--- src/rtl/bcd_bin.sv ---
// bcd_bin: serial BCD-to-binary converter (reverse double-dabble), valid/ready in and out.
// Ports: clk, rst (async high), in_valid/in_ready/bcd_in, out_valid/out_ready/bin_out, busy, err (BCD_BIN_ERR_EN only).
module bcd_bin #(
  parameter int DIGITS = 3,
  parameter int BIN_W  = 10
) (
  input  logic                clk,
  input  logic                rst,
  input  logic                in_valid,
  output logic                in_ready,
  input  logic [4*DIGITS-1:0] bcd_in,
  output logic                out_valid,
  input  logic                out_ready,
  output logic [BIN_W-1:0]    bin_out,
  output logic                busy
`ifdef BCD_BIN_ERR_EN
  ,
  output logic                err
`endif
);

  localparam int W  = 4 * DIGITS;
  localparam int CW = $clog2(W);
  localparam logic [CW-1:0] LAST = CW'(W - 1);

  if ((64'd10 ** DIGITS) - 64'd1 >= (64'd1 << BIN_W)) begin : g_bad_cfg
    $error("bcd_bin: BIN_W too narrow for DIGITS");
  end

  typedef enum logic [1:0] {
    IDLE = 2'd0,
    CONV = 2'd1,
    DONE = 2'd2
  } state_t;

  state_t            state_q, state_d;
  logic [2*W-1:0]    work_q, work_d;
  logic [CW-1:0]     count_q, count_d;
  logic [BIN_W-1:0]  bin_q, bin_d;
  logic              in_ready_q, in_ready_d;
  logic              out_valid_q, out_valid_d;
  logic              busy_q, busy_d;
  logic [2*W-1:0]    work_step;
  logic [BIN_W-1:0]  step_bin;

`ifdef BCD_BIN_ERR_EN
  logic err_flag_q, err_flag_d;
  logic err_q, err_d;
  logic bcd_bad;

  always_comb begin
    bcd_bad = 1'b0;
    for (int i = 0; i < DIGITS; i++) begin
      if (bcd_in[4*i +: 4] > 4'd9) bcd_bad = 1'b1;
    end
  end
`endif

  // One reverse double-dabble step: shift right, then pull
  // each BCD digit that now reads >= 8 back down by 3.
  always_comb begin
    work_step = work_q >> 1;
    for (int i = 0; i < DIGITS; i++) begin
      if (work_step[W+4*i +: 4] >= 4'd8) begin
        work_step[W+4*i +: 4] = work_step[W+4*i +: 4] - 4'd3;
      end
    end
    step_bin = BIN_W'(work_step[W-1:0]);
  end

  always_comb begin
    state_d     = state_q;
    work_d      = work_q;
    count_d     = count_q;
    bin_d       = bin_q;
    in_ready_d  = in_ready_q;
    out_valid_d = out_valid_q;
    busy_d      = busy_q;
`ifdef BCD_BIN_ERR_EN
    err_flag_d  = err_flag_q;
    err_d       = err_q;
`endif
    unique case (state_q)
      IDLE: begin
        if (in_valid) begin
          work_d     = {bcd_in, {W{1'b0}}};
          count_d    = '0;
          state_d    = CONV;
          in_ready_d = 1'b0;
          busy_d     = 1'b1;
`ifdef BCD_BIN_ERR_EN
          err_flag_d = bcd_bad;
`endif
        end
      end
      CONV: begin
        work_d  = work_step;
        count_d = count_q + CW'(1);
        if (count_q == LAST) begin
          state_d     = DONE;
          busy_d      = 1'b0;
          out_valid_d = 1'b1;
`ifdef BCD_BIN_ERR_EN
          err_d = err_flag_q;
          bin_d = err_flag_q ? '0 : step_bin;
`else
          bin_d = step_bin;
`endif
        end
      end
      DONE: begin
        if (out_ready) begin
          state_d     = IDLE;
          out_valid_d = 1'b0;
          in_ready_d  = 1'b1;
`ifdef BCD_BIN_ERR_EN
          err_d = 1'b0;
`endif
        end
      end
      default: begin
        state_d     = IDLE;
        in_ready_d  = 1'b1;
        out_valid_d = 1'b0;
        busy_d      = 1'b0;
      end
    endcase
  end

  always_ff @(posedge clk or posedge rst) begin
    if (rst) begin
      state_q     <= IDLE;
      work_q      <= '0;
      count_q     <= '0;
      bin_q       <= '0;
      in_ready_q  <= 1'b1;
      out_valid_q <= 1'b0;
      busy_q      <= 1'b0;
`ifdef BCD_BIN_ERR_EN
      err_flag_q  <= 1'b0;
      err_q       <= 1'b0;
`endif
    end else begin
      state_q     <= state_d;
      work_q      <= work_d;
      count_q     <= count_d;
      bin_q       <= bin_d;
      in_ready_q  <= in_ready_d;
      out_valid_q <= out_valid_d;
      busy_q      <= busy_d;
`ifdef BCD_BIN_ERR_EN
      err_flag_q  <= err_flag_d;
      err_q       <= err_d;
`endif
    end
  end

  assign in_ready  = in_ready_q;
  assign out_valid = out_valid_q;
  assign bin_out   = bin_q;
  assign busy      = busy_q;
`ifdef BCD_BIN_ERR_EN
  assign err       = err_q;
`endif

endmodule
--- config.mk ---
export PLATFORM = sky130hd
export DESIGN_NAME = bcd_bin
export DESIGN_NICKNAME = d
export VERILOG_FILES = /design/src/rtl/bcd_bin.sv
export SDC_FILE = /design/constraint.sdc
export NUM_CORES = 1
export LEC_CHECK = 0
export ABC_AREA = 1
export CAP_MARGIN = 5
export CORE_MARGIN = 1.5
export CORE_UTILIZATION = 55
export CTS_CLUSTER_SIZE = 24
export DETAILED_ROUTE_END_ITERATION = 12
export GPL_TIMING_DRIVEN = 0
export HOLD_SLACK_MARGIN = 0.02
export PLACE_DENSITY = 0.81
export SYNTH_ARGS = -nofsm -noshare
export SYNTH_HDL_FRONTEND = slang
export SYNTH_SLANG_ARGS = --single-unit
--- constraint.sdc ---
create_clock -name clk -period 2.8 [get_ports clk]
set_clock_uncertainty 0.1 [all_clocks]
set_input_delay 0.84 -clock clk [delete_from_list [all_inputs] [get_ports clk]]
set_output_delay 0.84 -clock clk [all_outputs]
set_load 0.02 [all_outputs]
==> results by group, run 1 <==
Timing
  • Rel. slew slack: 0.441
  • # setup viols final: 0
  • Fin crit share: 0.871
  • Minimum clock period: 2440 ps
  • Least-Margin Pin Slew: 838 ps
  • Final Max Tran Viols: 0
  • Final hold viol count: 0
  • Total Neg Setup Slack: 0 ps
  • Unrepaired setup endpoints after global routing: false
  • Max Clock Freq: 410 MHz

Logic synthesis
  • Yosys top cell area share: 0.534
  • Share of flip-flops with an asynchronous set or reset: 1.00
  • Post-synth top area cell: dfrtp_1
  • Post-Syn Instances: 228
  • Post-synthesis sequential area ratio: 0.548
  • Synth cell count leaders: nand2_1 (89), dfrtp_1 (41), inv_1 (25)
  • Top cells by area, synth: dfrtp_1 (53%), nand2_1 (17%), inv_1 (4.9%)
  • Top_reg_cell synth: dfrtp_1
  • Most instantiated library cell after synthesis: nand2_1
  • Mapped Area: 1920 sq um
  • FF+latch count, synth: 42
  • Syn_nets: 249
  • Synth unique cells: 22
  • Yosys Warn Count: 0
  • Post-synth EDFFs: 0
  • Synth Area per Inst: 8.42 sq um

Clock network
  • Clock Latency Late Sink: 360 ps
  • Root buf cell: clkbuf_4
  • CTS max path bufs: 2
  • # Post-CTS Setup Buffers: 0
  • Clock slew at reported path FFs: 120 ps
  • H-Tree Depth: 2
  • Cts-stage hold buffer count: 0
  • Post-CTS sizing: 0
  • CTS tree: done
  • Num CTS Buffers: 5
  • # clock sinks: 42

Hold path
  • Hold Path Sink: out_valid$_DFFE_PP0P_
  • HP Class: reg2reg
  • Hold path startpoint: out_valid$_DFFE_PP0P_
  • Worst hold stages: 2

Place
  • Routability Congestion: 0.766
  • Port-buffer cells: 28
  • Placed cells: 302
  • Post-DP HPWL: 2430 microns
  • Area after DPL: 2260 sq um

Critical path
  • CP Class: reg2out
  • R2r worst-path depth: 7
  • Crit path max-delay family: buffers and inverters
  • Critical Path End Type: primary output
  • CP max FO: 2
  • Startpoint Class: flip-flop
  • Reg-to-reg slack, setup: 1410 ps
  • Arr. time, crit path: 1500 ps
  • WP buf/inv: 1
  • Critical Path Max Stage Delay: 590 ps
  • FF-to-FF Start: count_q[0]$_DFFE_PP0P_
  • Master of the slowest instance on the critical path: clkdlybuf4s50_1
  • CP cell instances: clkdlybuf4s50_1
  • WP data required: 1860 ps
  • R2r endpoint: bin_out[7]$_DFFE_PP0P_

Route
  • Initial DRC Count: 77
  • DRT Pass-1 Iters: 4
  • WL per Instance: 11.0 microns
  • Via density: 4.96
  • Post-route DRC: 0
  • DR vias: 1537
  • Detailed Route WL: 3410 microns
  • Final ANT Viol Nets: 0

Finish
  • Synthesis-to-layout area growth: 20.9%
  • Cell area after layout: 2320 sq um
  • Layout cells sized above 1: 0.0947
  • N_diodes: 0
  • Final Non-Filler Cells: 310
  • NumNets Final: 284
  • Fin util: 0.696

Pwr
  • Pwr Total: 2340 uW
  • Leakage: 0.00120 uW
  • Max rail drop VDD: 0.000476 V
  • Power per standard cell area: 1010 nW/um^2

Die
  • Initial Util: 0.576
  • Die Height: 62.1 microns
  • Ports: 29
  • Row cnt: 21
  • Die ar.: 3860 sq um
  • Core Box Area: 3340 sq um
  • Die X: 62.1 microns

Global routing
  • GR Util All Layers: 0.201
  • First-pass GRT wire length: 5550 microns
  • Initial antenna violation count: 0
  • Largest net degree at the start of global routing: 43
  • Vias in the first global route: 1294
  • Remaining global-route overflow: 0

Flow run
  • Max Cap Viol: 0

Run status
  • Status: completed
[sequential cells by signal, indices dropped and copies added, names as in the netlist]
name	flops
bin_out	10
busy	1
count_q	4
in_ready	1
out_valid	1
state_q	2
work_q	23
[placed cells by master (no fill, tap or decap), drive strengths merged, types with 4 or more instances in the layout]
cell type / n
nand2: 92
dfrtp: 41
inv: 29
clkdlybuf4s50: 28
nand3: 17
nor2: 13
o22ai: 10
o21ai: 9
clkbuf: 6
ha: 5
buf: 5
a21oi: 4
[worst max path at each step]
| stage | depth (start not counted) | slack (ps) | startpoint | to |
|---|---|---|---|---|
| 6_report | 1 | 360 | in_ready$_DFFE_PP1P_ | in_ready |
| 5_1_grt | 1 | 300 | in_ready$_DFFE_PP1P_ | in_ready |
| 4_1_cts | 1 | 350 | in_ready$_DFFE_PP1P_ | in_ready |
| 3_5_place_dp | 5 | 660 | in_valid | work_q[22]$_DFFE_PP0P_ |
| 3_3_place_gp | 2 | 50 | rst | work_q[22]$_DFFE_PP0P_ |
| 2_1_floorplan | 1 | 890 | rst | bin_out[0]$_DFFE_PP0P_ |
[tightest hold or removal path: stages (launching register included)]
cell	delay, ps
dfrtp_1	370
nand2_1	50
nand2_1	40
[power by group]
group,switching [uW],leakage (uW),total [uW],internal [uW]
combinational,568,0.000618,991,424
clock,197,0.0000343,318,121
sequential,173,0.000544,1030,853
total,938,0.00120,2340,1400
[stage by stage]
stage / worst slack [ps] / hold WS [ps]
floorplan: 887 / 342
global placement: 48.0 / 353
detailed placement: 661 / 357
CTS: 349 / 388
global route: 301 / 409
finish: 360 / 384
[kinds of logic (layout without fill, tap and decap cells)]
| group | Yosys count | in the layout | share of synthesized area |
|---|---|---|---|
| AOI/OAI and AO/OA | 23 | 23 | 0.0664 |
| adders and majority gates | 5 | 5 | 0.0326 |
| xor gates and xnor gates | 1 | 1 | 0.00456 |
| DFF | 42 | 42 | 0.548 |
| and+or+nand+nor | 123 | 123 | 0.270 |
| buffers and inverters | 34 | 70 | 0.0788 |
[routing by layer]
metal / GRT usage / vias up / part of all wire
met5: 0 / - / 0
met1: 0.268 / 713 / 0.49
li1: - / 786 / -
met3: 0.0683 / 5 / 0.048
met2: 0.308 / 33 / 0.44
met4: 0.0699 / 0 / 0.016
[area by class of cell]
| cell class | count | area (sq um) |
|---|---|---|
| Inverter | 29 | 109 |
| Tap cell | 46 | 57.6 |
| Buffer | 5 | 42.5 |
| Fill cell | 281 | 1010 |
| Sequential cell | 42 | 1050 |
| Timing Repair Buffer | 28 | 280 |
| Multi-Input combinational cell | 152 | 717 |
| Clock buffer | 6 | 51.3 |
| Clock inverter | 2 | 12.5 |
No activity file was read; power rests on OpenSTA's default activity.
==> run 2, diff against run 1 <==
--- a/config.mk
+++ b/config.mk
@@ -14,6 +14,7 @@
 export GPL_TIMING_DRIVEN = 0
 export HOLD_SLACK_MARGIN = 0.02
 export PLACE_DENSITY = 0.81
+export REMOVE_ABC_BUFFERS = 1
 export SYNTH_ARGS = -nofsm -noshare
 export SYNTH_HDL_FRONTEND = slang
 export SYNTH_SLANG_ARGS = --single-unit
==> results by group, run 2 (synthesis gave the netlist of run 1 again) <==
Run status
  • Status: completed

Hold path
  • Hold path startpoint: bin_out[3]$_DFFE_PP0P_
  • Hold Path Sink: bin_out[3]$_DFFE_PP0P_
  • HP Class: reg2reg
  • Worst hold stages: 2 (unchanged)

Die
  • Ports: 29 (unchanged)
  • Row cnt: 21 (unchanged)
  • Die Height: 62.1 microns (unchanged)
  • Die X: 62.1 microns (unchanged)
  • Initial Util: 0.576 (unchanged)
  • Core Box Area: 3340 sq um (unchanged)
  • Die ar.: 3860 sq um (unchanged)

Route
  • WL per Instance: 11.1 microns (+1.3%)
  • Detailed Route WL: 3400 microns (-0.29%)
  • Via density: 4.85 (-2.2%)
  • DRT Pass-1 Iters: 4 (unchanged)
  • Final ANT Viol Nets: 0 (unchanged)
  • DR vias: 1479 (-3.8%)
  • Post-route DRC: 0 (unchanged)
  • Initial DRC Count: 90 (+17%)

Pwr
  • Leakage: 0.00118 uW (-1.3%)
  • Max rail drop VDD: 0.000442 V (-7.1%)
  • Reg power frac: 0.429 (-0.010)
  • Clock share of power: 0.166 (+0.030)
  • Sw frac: 0.394 (-0.00732)
  • Power per standard cell area: 1040 nW/um^2 (+3.1%)
  • Total net switching power: 939 uW (+0.10%)
  • Cell internal pwr: 1440 uW (+3.2%)
  • Gate power share: 0.405 (-0.019)

Place
  • Area after DPL: 2220 sq um (-1.9%)
  • DP Worst Slack: 612 ps (-49.6 ps)
  • Routability Congestion: 0.775 (+1.2%)
  • Port-buffer cells: 28 (unchanged)
  • Post-DP HPWL: 2300 microns (-5.3%)

Clock network
  • # Post-CTS Setup Buffers: 0 (unchanged)
  • Post-CTS sizing: 0 (unchanged)
  • Cts-stage hold buffer count: 0 (unchanged)
  • # clock sinks: 42 (unchanged)
  • H-Tree Depth: 2 (unchanged)
  • Clock Latency Late Sink: 360 ps (about the same)
  • CTS tree: done
  • CTS max path bufs: 2 (unchanged)
  • Root buf cell: clkbuf_4
  • Clock slew at reported path FFs: 130 ps (about the same)
  • Num CTS Buffers: 5 (unchanged)

Finish
  • Synthesis-to-layout area growth: 19.6%
  • Cell area after layout: 2300 sq um (-1.1%)
  • Commonest non-fill, non-tap cell in the layout: nand2_1
  • Layout cells sized above 1: 0.0772 (-0.0175)
  • Most frequent cells in the layout: nand2_1 (89), dfrtp_1 (41), clkdlybuf4s50_1 (28)
  • Top reg by flops: work_q
  • N_diodes: 0 (unchanged)
  • NumNets Final: 279 (-1.8%)
  • Fin util: 0.688 (-0.00750)
  • Largest register FFs: 23 (unchanged)

Critical path
  • WP data required: 1860 ps (about the same)
  • R2r worst-path depth: 6 (-1)
  • Arr. time, crit path: 1510 ps (about the same)
  • Startpoint Class: flip-flop
  • Reg-to-reg slack, setup: 1050 ps (-360 ps)
  • R2r endpoint: bin_out[8]$_DFFE_PP0P_
  • FF-to-FF Start: state_q[1]$_DFFE_PP0P_
  • CP cell instances: clkdlybuf4s50_1
  • CP max FO: 2 (unchanged)
  • Crit path max-delay family: buffers and inverters
  • Master of the slowest instance on the critical path: clkdlybuf4s50_1
  • WP buf/inv: 1 (unchanged)
  • CP Class: reg2out
  • Critical Path End Type: primary output
  • Critical Path Max Stage Delay: 590 ps (about the same)

Timing
  • Minimum clock period: 2450 ps (+9.91 ps)
  • Unrepaired setup endpoints after global routing: false
  • Max Clock Freq: 408 MHz (-0.40%)
  • Least-Margin Pin Slew: 829 ps (-8.17 ps)
  • Final Max Tran Viols: 0 (unchanged)
  • Total Neg Setup Slack: 0 ps (unchanged)
  • # setup viols final: 0 (unchanged)
  • Final hold viol count: 0 (unchanged)
  • PnR worst setup slack: 350 ps (-9.91 ps)
  • Fin crit share: 0.875 (+0.00354)
  • Rel. slew slack: 0.446 (+0.00545)

Global routing
  • First-pass GRT wire length: 5530 microns (-0.38%)
  • Remaining global-route overflow: 0 (unchanged)
  • Vias in the first global route: 1251 (-3.3%)
  • Largest net degree at the start of global routing: 43 (unchanged)
  • GR Util All Layers: 0.204 (+0.00271)
  • Initial antenna violation count: 0 (unchanged)

Flow run
  • Max Cap Viol: 0 (unchanged)
run 2: cell types whose count changed in the layout (fill, tap and decap cells not counted):
cell	previous run	this run
clkinvlp_4	1	0
inv_6	0	1
buf_6	2	0
bufinv_16	0	1
buf_2	1	0
clkbuf_8	1	0
buf_4	2	0
run 2: stage by stage:
| stage | hold slack [ps] | cells | total power, uW |
|---|---|---|---|
| final | 381 | 305 | 2380 |
| after detailed placement | 358 | 297 | 2000 |
| after floorplan | 342 | 223 | 1680 |
| after CTS | 388 | 305 | 2400 |
| after global placement | 352 | 297 | 1960 |
| after global routing | 409 | 305 | 2600 |
run 2: layer usage:
layer  track usage  part of all wire  vias to the layer above  wire length (microns)
li1              -                 -                      772                      -
met3        0.0497             0.040                        6                    136
met5             0                 0                        -                      0
met4         0.103             0.020                        0                     67
met1         0.279              0.47                      669                   1590
met2         0.302              0.47                       32                   1610
run 2: worst max path at each step:
stage / depth (start not counted) / slack (ps) / from / endpoint
6_report: 1 / 350 / in_ready$_DFFE_PP1P_ / in_ready
5_1_grt: 1 / 290 / in_ready$_DFFE_PP1P_ / in_ready
4_1_cts: 1 / 330 / in_ready$_DFFE_PP1P_ / in_ready
3_5_place_dp: 6 / 610 / in_valid / work_q[14]$_DFFE_PP0P_
3_3_place_gp: 2 / 50 / rst / bin_out[7]$_DFFE_PP0P_
2_1_floorplan: 1 / 890 / rst / bin_out[0]$_DFFE_PP0P_
run 2: cell type report:
class	count	area, sq um
repair buffers	28	280
inverters	29	109
clock inverters	3	43.8
multi-input cells	152	717
well taps	46	57.6
flip-flops and latches	42	1050
clock buffers	5	37.5
fillers	289	1040
run 2: power groups by stage:
| stage | Clock (uW) | Sequential, uW | Combinational (uW) |
|---|---|---|---|
| after floorplan | 0 | 1090 | 593 |
| after global routing | 436 | 1060 | 1110 |
| final | 395 | 1020 | 965 |
| after global placement | 0 | 1020 | 935 |
| after CTS | 406 | 1020 | 976 |
| after detailed placement | 0 | 1040 | 966 |
